File: src/rtl/pipe_stage_reg.sv
// Pipeline register stage with a valid/ready handshake and a one-entry skid
// buffer. o_Ready is registered, so there is no combinational path from
// i_Ready to o_Ready, and the stage still sustains one transfer per cycle.
//
// state    | meaning
// ---------+---------------------------------------------------------------
// ST_EMPTY | no entry held; o_Valid = 0, o_Ready = 1
// ST_ONE   | main register holds the head entry; o_Ready = 1
// ST_TWO   | main holds the head, skid holds the next entry; o_Ready = 0
module pipe_stage_reg #(
    parameter int unsigned           WIDTH       = 32,
    parameter logic [WIDTH-1:0]      RESET_VALUE = '0
) (
    input  logic             i_Clk,
    input  logic             i_Reset,
    input  logic             i_Flush,
    input  logic             i_Valid,
    output logic             o_Ready,
    input  logic [WIDTH-1:0] i_wData,
    output logic             o_Valid,
    input  logic             i_Ready,
    output logic [WIDTH-1:0] o_rData,
    output logic [1:0]       o_Count
);

    typedef enum logic [1:0] {
        ST_EMPTY = 2'd0,
        ST_ONE   = 2'd1,
        ST_TWO   = 2'd2
    } state_t;

    state_t           state_q;
    state_t           state_d;
    logic             ready_q;
    logic             ready_d;
    logic [WIDTH-1:0] main_q;
    logic [WIDTH-1:0] main_d;
    logic [WIDTH-1:0] skid_q;
    logic [WIDTH-1:0] skid_d;

    logic             in_acc;
    logic             out_acc;

    // Handshake qualifiers; both depend only on registered state plus inputs.
    assign o_Valid = (state_q != ST_EMPTY);
    assign o_Ready = ready_q;
    assign o_rData = main_q;
    assign in_acc  = i_Valid & ready_q;
    assign out_acc = o_Valid & i_Ready;

    // State, ready flag and payload registers; reset restores the empty stage.
    always_ff @(posedge i_Clk or posedge i_Reset) begin
        if (i_Reset) begin
            state_q <= ST_EMPTY;
            ready_q <= 1'b1;
            main_q  <= RESET_VALUE;
            skid_q  <= RESET_VALUE;
        end else begin
            state_q <= state_d;
            ready_q <= ready_d;
            main_q  <= main_d;
            skid_q  <= skid_d;
        end
    end

    // Next-state and payload-load decisions; flush overrides every transition
    // and never touches the payload, so o_rData keeps its last value.
    always_comb begin
        state_d = state_q;
        ready_d = ready_q;
        main_d  = main_q;
        skid_d  = skid_q;

        if (i_Flush) begin
            state_d = ST_EMPTY;
            ready_d = 1'b1;
        end else begin
            case (state_q)
                ST_EMPTY: begin
                    if (in_acc) begin
                        main_d  = i_wData;
                        state_d = ST_ONE;
                    end
                end
                ST_ONE: begin
                    if (in_acc && out_acc) begin
                        main_d = i_wData;
                    end else if (in_acc) begin
                        skid_d  = i_wData;
                        state_d = ST_TWO;
                        ready_d = 1'b0;
                    end else if (out_acc) begin
                        state_d = ST_EMPTY;
                    end
                end
                ST_TWO: begin
                    // Input cannot be accepted here because ready_q is low.
                    if (out_acc) begin
                        main_d  = skid_q;
                        state_d = ST_ONE;
                        ready_d = 1'b1;
                    end
                end
                default: begin
                    state_d = ST_EMPTY;
                    ready_d = 1'b1;
                end
            endcase
        end
    end

    // Occupancy decode for o_Count.
    always_comb begin
        o_Count = 2'd0;
        case (state_q)
            ST_ONE:  o_Count = 2'd1;
            ST_TWO:  o_Count = 2'd2;
            default: o_Count = 2'd0;
        endcase
    end

endmodule

File: config.mk
export PLATFORM = sky130hd
export DESIGN_NAME = pipe_stage_reg
export DESIGN_NICKNAME = d
export VERILOG_FILES = /design/src/rtl/pipe_stage_reg.sv
export SDC_FILE = /design/constraint.sdc
export NUM_CORES = 1
export LEC_CHECK = 0
export CAP_MARGIN = 25
export CORE_MARGIN = 5
export CORE_UTILIZATION = 49
export CTS_BUF_LIST = sky130_fd_sc_hd__clkbuf_8 sky130_fd_sc_hd__clkbuf_16
export CTS_CLUSTER_SIZE = 40
export DETAILED_ROUTE_END_ITERATION = 10
export PLACE_DENSITY = 0.86
export SYNTH_ARGS = -nofsm -noshare
export SYNTH_HDL_FRONTEND = slang
export SYNTH_SLANG_ARGS = --single-unit
File: constraint.sdc
create_clock -name i_Clk -period 2.9 [get_ports i_Clk]
set_clock_uncertainty 0.15 [all_clocks]
set_input_delay 0.29 -clock i_Clk [delete_from_list [all_inputs] [get_ports i_Clk]]
set_output_delay 0.29 -clock i_Clk [all_outputs]
set_load 0.005 [all_outputs]
==> results.txt <==
Setup repair after global routing left no endpoint under its margin. The summed instance area of the synthesized netlist came out at 0.00287 sq mm. The clock network fraction of total power is 25.1%.

In this run the clock root is driven by a sky130_fd_sc_hd__clkbuf_8. The number of vias per cell is 5.18. Ranked by total cell area, the synthesized netlist is headed by sky130_fd_sc_hd__dfrtp_1 58%, sky130_fd_sc_hd__mux2_2 13%, sky130_fd_sc_hd__mux2i_1 11%, sky130_fd_sc_hd__a21oi_1 5.8%, sky130_fd_sc_hd__nor2_1 4.3%. In this run the remaining antenna-violating nets after routing total 0. The cell row count came out at 27.

The global-route wire length before repair came out at 10.1 mm. The maximum number of pins on one net before global-route repair is 65. The largest fanout of any net on the critical path came out at 17. The aggregate global-route resource usage came out at between 15 and 20%. Setup violations remaining at the end of the flow were counted as 0.

The CTS H-tree depth is 3. Summed over all failing endpoints, the final setup total negative slack is 0 ps. The total global routing overflow is 0. The number of global-route vias before repair is 2,209.

The number of sinks handled by clock tree synthesis is 67. The critical path data arrival time is 2250 ps. The sequential cell area came out at 0.00168 sq mm. STA classifies the critical path startpoint as an input pin. The total number of nets in the final design came out at 341. The time the worst path needs with I/O delays and setup came out at 2180 ps. The post-detailed-routing wire length is 5.78 mm. The net switching component of the power is just under 0.7 mW. The fraction of final layout cells sized beyond drive strength 1 is 17.8%. The worst stage delay on the critical path is around 510 ps. The capture instance of the worst register-to-register path is skid_q[19]. The insertion delay of the later-clocked pin in the worst-skew pair came out at 330 ps. After legalization and detailed placement, the total HPWL measured between 3 and 4 mm. Among cell families on the critical path, the largest total delay comes from buffers and inverters. The internal portion of the total power is 1.97 mW. Yosys mapped the design onto 25 distinct sky130hd cell types. The area growth from synthesis to layout is 34.2%.

The total buffers and inverters traversed by the critical path is 2. The most common flop cell mapped by yosys is sky130_fd_sc_hd__dfrtp_1. Walking the worst path, the cells encountered are clkdlybuf4s50_1 -> and2b_1 -> nand4_2 -> buf_12 -> mux2_2. The die covers between 0.007 and 0.008 sq mm. The total number of vias came out at 1,974. The core outline area came out at 0.00561 sq mm. The number of antenna violations at the first check in global routing came out at 0. The worst-case IR drop observed on VDD is 432 uV. The setup slack of the worst register-to-register path came out at around 800 ps. The number of filler cells placed in the layout came out at 433. The proportion of synthesized flip-flops having asynchronous set or reset came out at 100%. The register bit count reported by yosys is 67. Yosys mapped a number of flops with a built-in enable equal to 0. The quantity of gates resized following cts came out at 0. The final count of hold timing violations is 0. The maximum buffer depth of the clock tree came out at 2. The power density of the placed cells came out at 691 mW/mm^2. In the final routed layout, each cell accounts on average for 15.2 microns. STA classifies the critical path endpoint as a flip-flop. The total DRC errors in the routed layout is 0. The die outline height is 86.5 microns. The post-synth net total is between 200 and 300. The type of the worst setup path is input pin to flip-flop. For this block, the initial DRC count from the detailed router was 61.

The achievable frequency is 0.459 GHz. Summing all multi-input logic gate instances after layout gives 0.00111 sq mm. The max-slew violation count was 0. The total number of cells along the worst setup path is 5. The run finished with clean final reports. The initial standard-cell utilization of the core came out at 51.1%. The number of buffers inserted by port buffering is 72. For this design the top-level I/O count stands at 73. In this run, flip-flops and latches consume 50.4% of the power.

The total leakage power is 1.85 nW. The reported max-cap violation count came out at 0. On the critical path, the stage with the largest delay is an instance of sky130_fd_sc_hd__nand4_2. The worst hold path belongs to the class input pin to async pin. The commonest cells after synthesis are 66 x sky130_fd_sc_hd__dfrtp_1, 33 x sky130_fd_sc_hd__a21oi_1, 33 x sky130_fd_sc_hd__nor2_1, 32 x sky130_fd_sc_hd__mux2_2, 32 x sky130_fd_sc_hd__mux2i_1. The number of setup buffers added after CTS came out at 0. The share of total power consumed by net switching came out at 26.0%. The remaining max-slew budget at the tightest pin came out at 52.4%.

The synthesized netlist cell count came out at 230. TritonCTS built the clock tree. In this run the critical register-to-register path is launched from state_q[1]. In this run the biggest area consumer among cell types represents 57.6% of the synthesized area. The total inserted antenna cells came out at 0. The number of hold buffers added after CTS was 0.

The combinational power share came out at 24.4%. The sequential fraction of the synthesis area came out at 58.6%. The first detailed-routing pass ran for 4 iterations.

STA puts the critical path data required time at ~3000 ps. The count of cells along the worst register-to-register path is 4. The most numerous cell in the Yosys netlist is sky130_fd_sc_hd__dfrtp_1. The synthesized area per cell came out at 12.5 sq um.

The number of buffers created by CTS came out at 9. The end-of-flow core utilization is 68.6%. From left edge to right edge, the die measures about 86 microns. The placer congestion estimate came out at 0.690.

The CTS clock-pin slew for the worst setup and hold paths is 70 ps. The biggest area contributor in the post-synthesis netlist is sky130_fd_sc_hd__dfrtp_1. For the pin with the worst max-slew slack, the measured transition is 712 ps. Of the available clock period, the critical path in the final layout requires 75.1%. The number of warning messages in the yosys log came out at 0.
cell families after synthesis:
logic type / count (synthesis) / share of synthesized area, %
flip-flops: 67 / 58.6
AO/OA/AOI/OAI: 38 / 7.51
AND/OR/NAND/NOR: 46 / 7.38
multiplexers: 64 / 23.8
buffers and inverters: 15 / 2.79
per-stage QoR:
step	instances	total power, mW	worst slack (ps)	cell area [sq um]	hold slack (ps)
after floorplan	230	1.64	778	2870	203
after global placement	365	1.97	399	3670	336
after detailed placement	365	2.01	353	3670	341
after CTS	381	2.69	711	3850	266
after global routing	381	2.83	602	3850	312
final	381	2.66	721	3850	252
cell usage in the layout, fill, tap and decap left out, drive strengths merged:
cell type       n
a21o            1
a21oi          33
a31oi           2
and2b           1
buf             4
clkbuf         11
clkdlybuf4s50  72
clkinv          2
dfrtp          66
dfstp           1
inv             5
mux2           32
mux2i          32
nand2           3
nand2b          1
nand3           1
nand3b          1
nand4           1
nand4b          1
nand4bb         1
nor2           33
nor2b           1
nor3            1
o21bai          1
o31ai           1
or2             1
worst max-delay path by stage:
stage | end | slack (ps) | from
4_1_cts | skid_q[19] | 710 | i_Ready
3_3_place_gp | skid_q[24] | 400 | i_Ready
3_5_place_dp | skid_q[19] | 350 | i_Ready
5_1_grt | skid_q[19] | 600 | i_Ready
2_1_floorplan | o_rData[0] | 780 | i_Reset
6_report | skid_q[19] | 720 | i_Ready
routing by layer:
metal / vias up / GRT usage [%] / wire length (microns)
met3: 8 / 5.32 / 347
li1: 951 / - / -
met1: 959 / 21.1 / 2530
met5: - / 0 / 0
met4: 0 / 5.10 / 82
met2: 56 / 28.7 / 2820
layout make-up:
type                       count  area share [%]
tap                           72            2.34
clock buffer                  11            3.94
clock inverter                 5           0.553
inverter                       2           0.195
multi-input combinational    148            28.9
timing repair buffer          76            20.5
sequential                    67            43.6
power by group through the flow:
stage	Combinational [mW]	Clock, mW	Sequential [mW]
6_report	0.649	0.668	1.34
5_1_grt	0.720	0.734	1.37
4_1_cts	0.662	0.690	1.34
3_5_place_dp	0.659	0	1.35
3_3_place_gp	0.636	0	1.34
2_1_floorplan	0.314	0	1.33
registers in the layout, indices dropped and copies added (netlist names):
name and cells:
skid_q 32, state_q 2, o_rData 32, o_Ready 1
worst reg2reg max path, delay by kind of cell (launching register included):
| kind | cells | cell delay [ps] |
|---|---|---|
| AND/OR/NAND/NOR | 2 | 700 |
| flip-flops | 1 | 480 |
| buffers and inverters | 1 | 380 |
| multiplexers | 1 | 290 |
No activity file was read; power rests on OpenSTA's default activity.
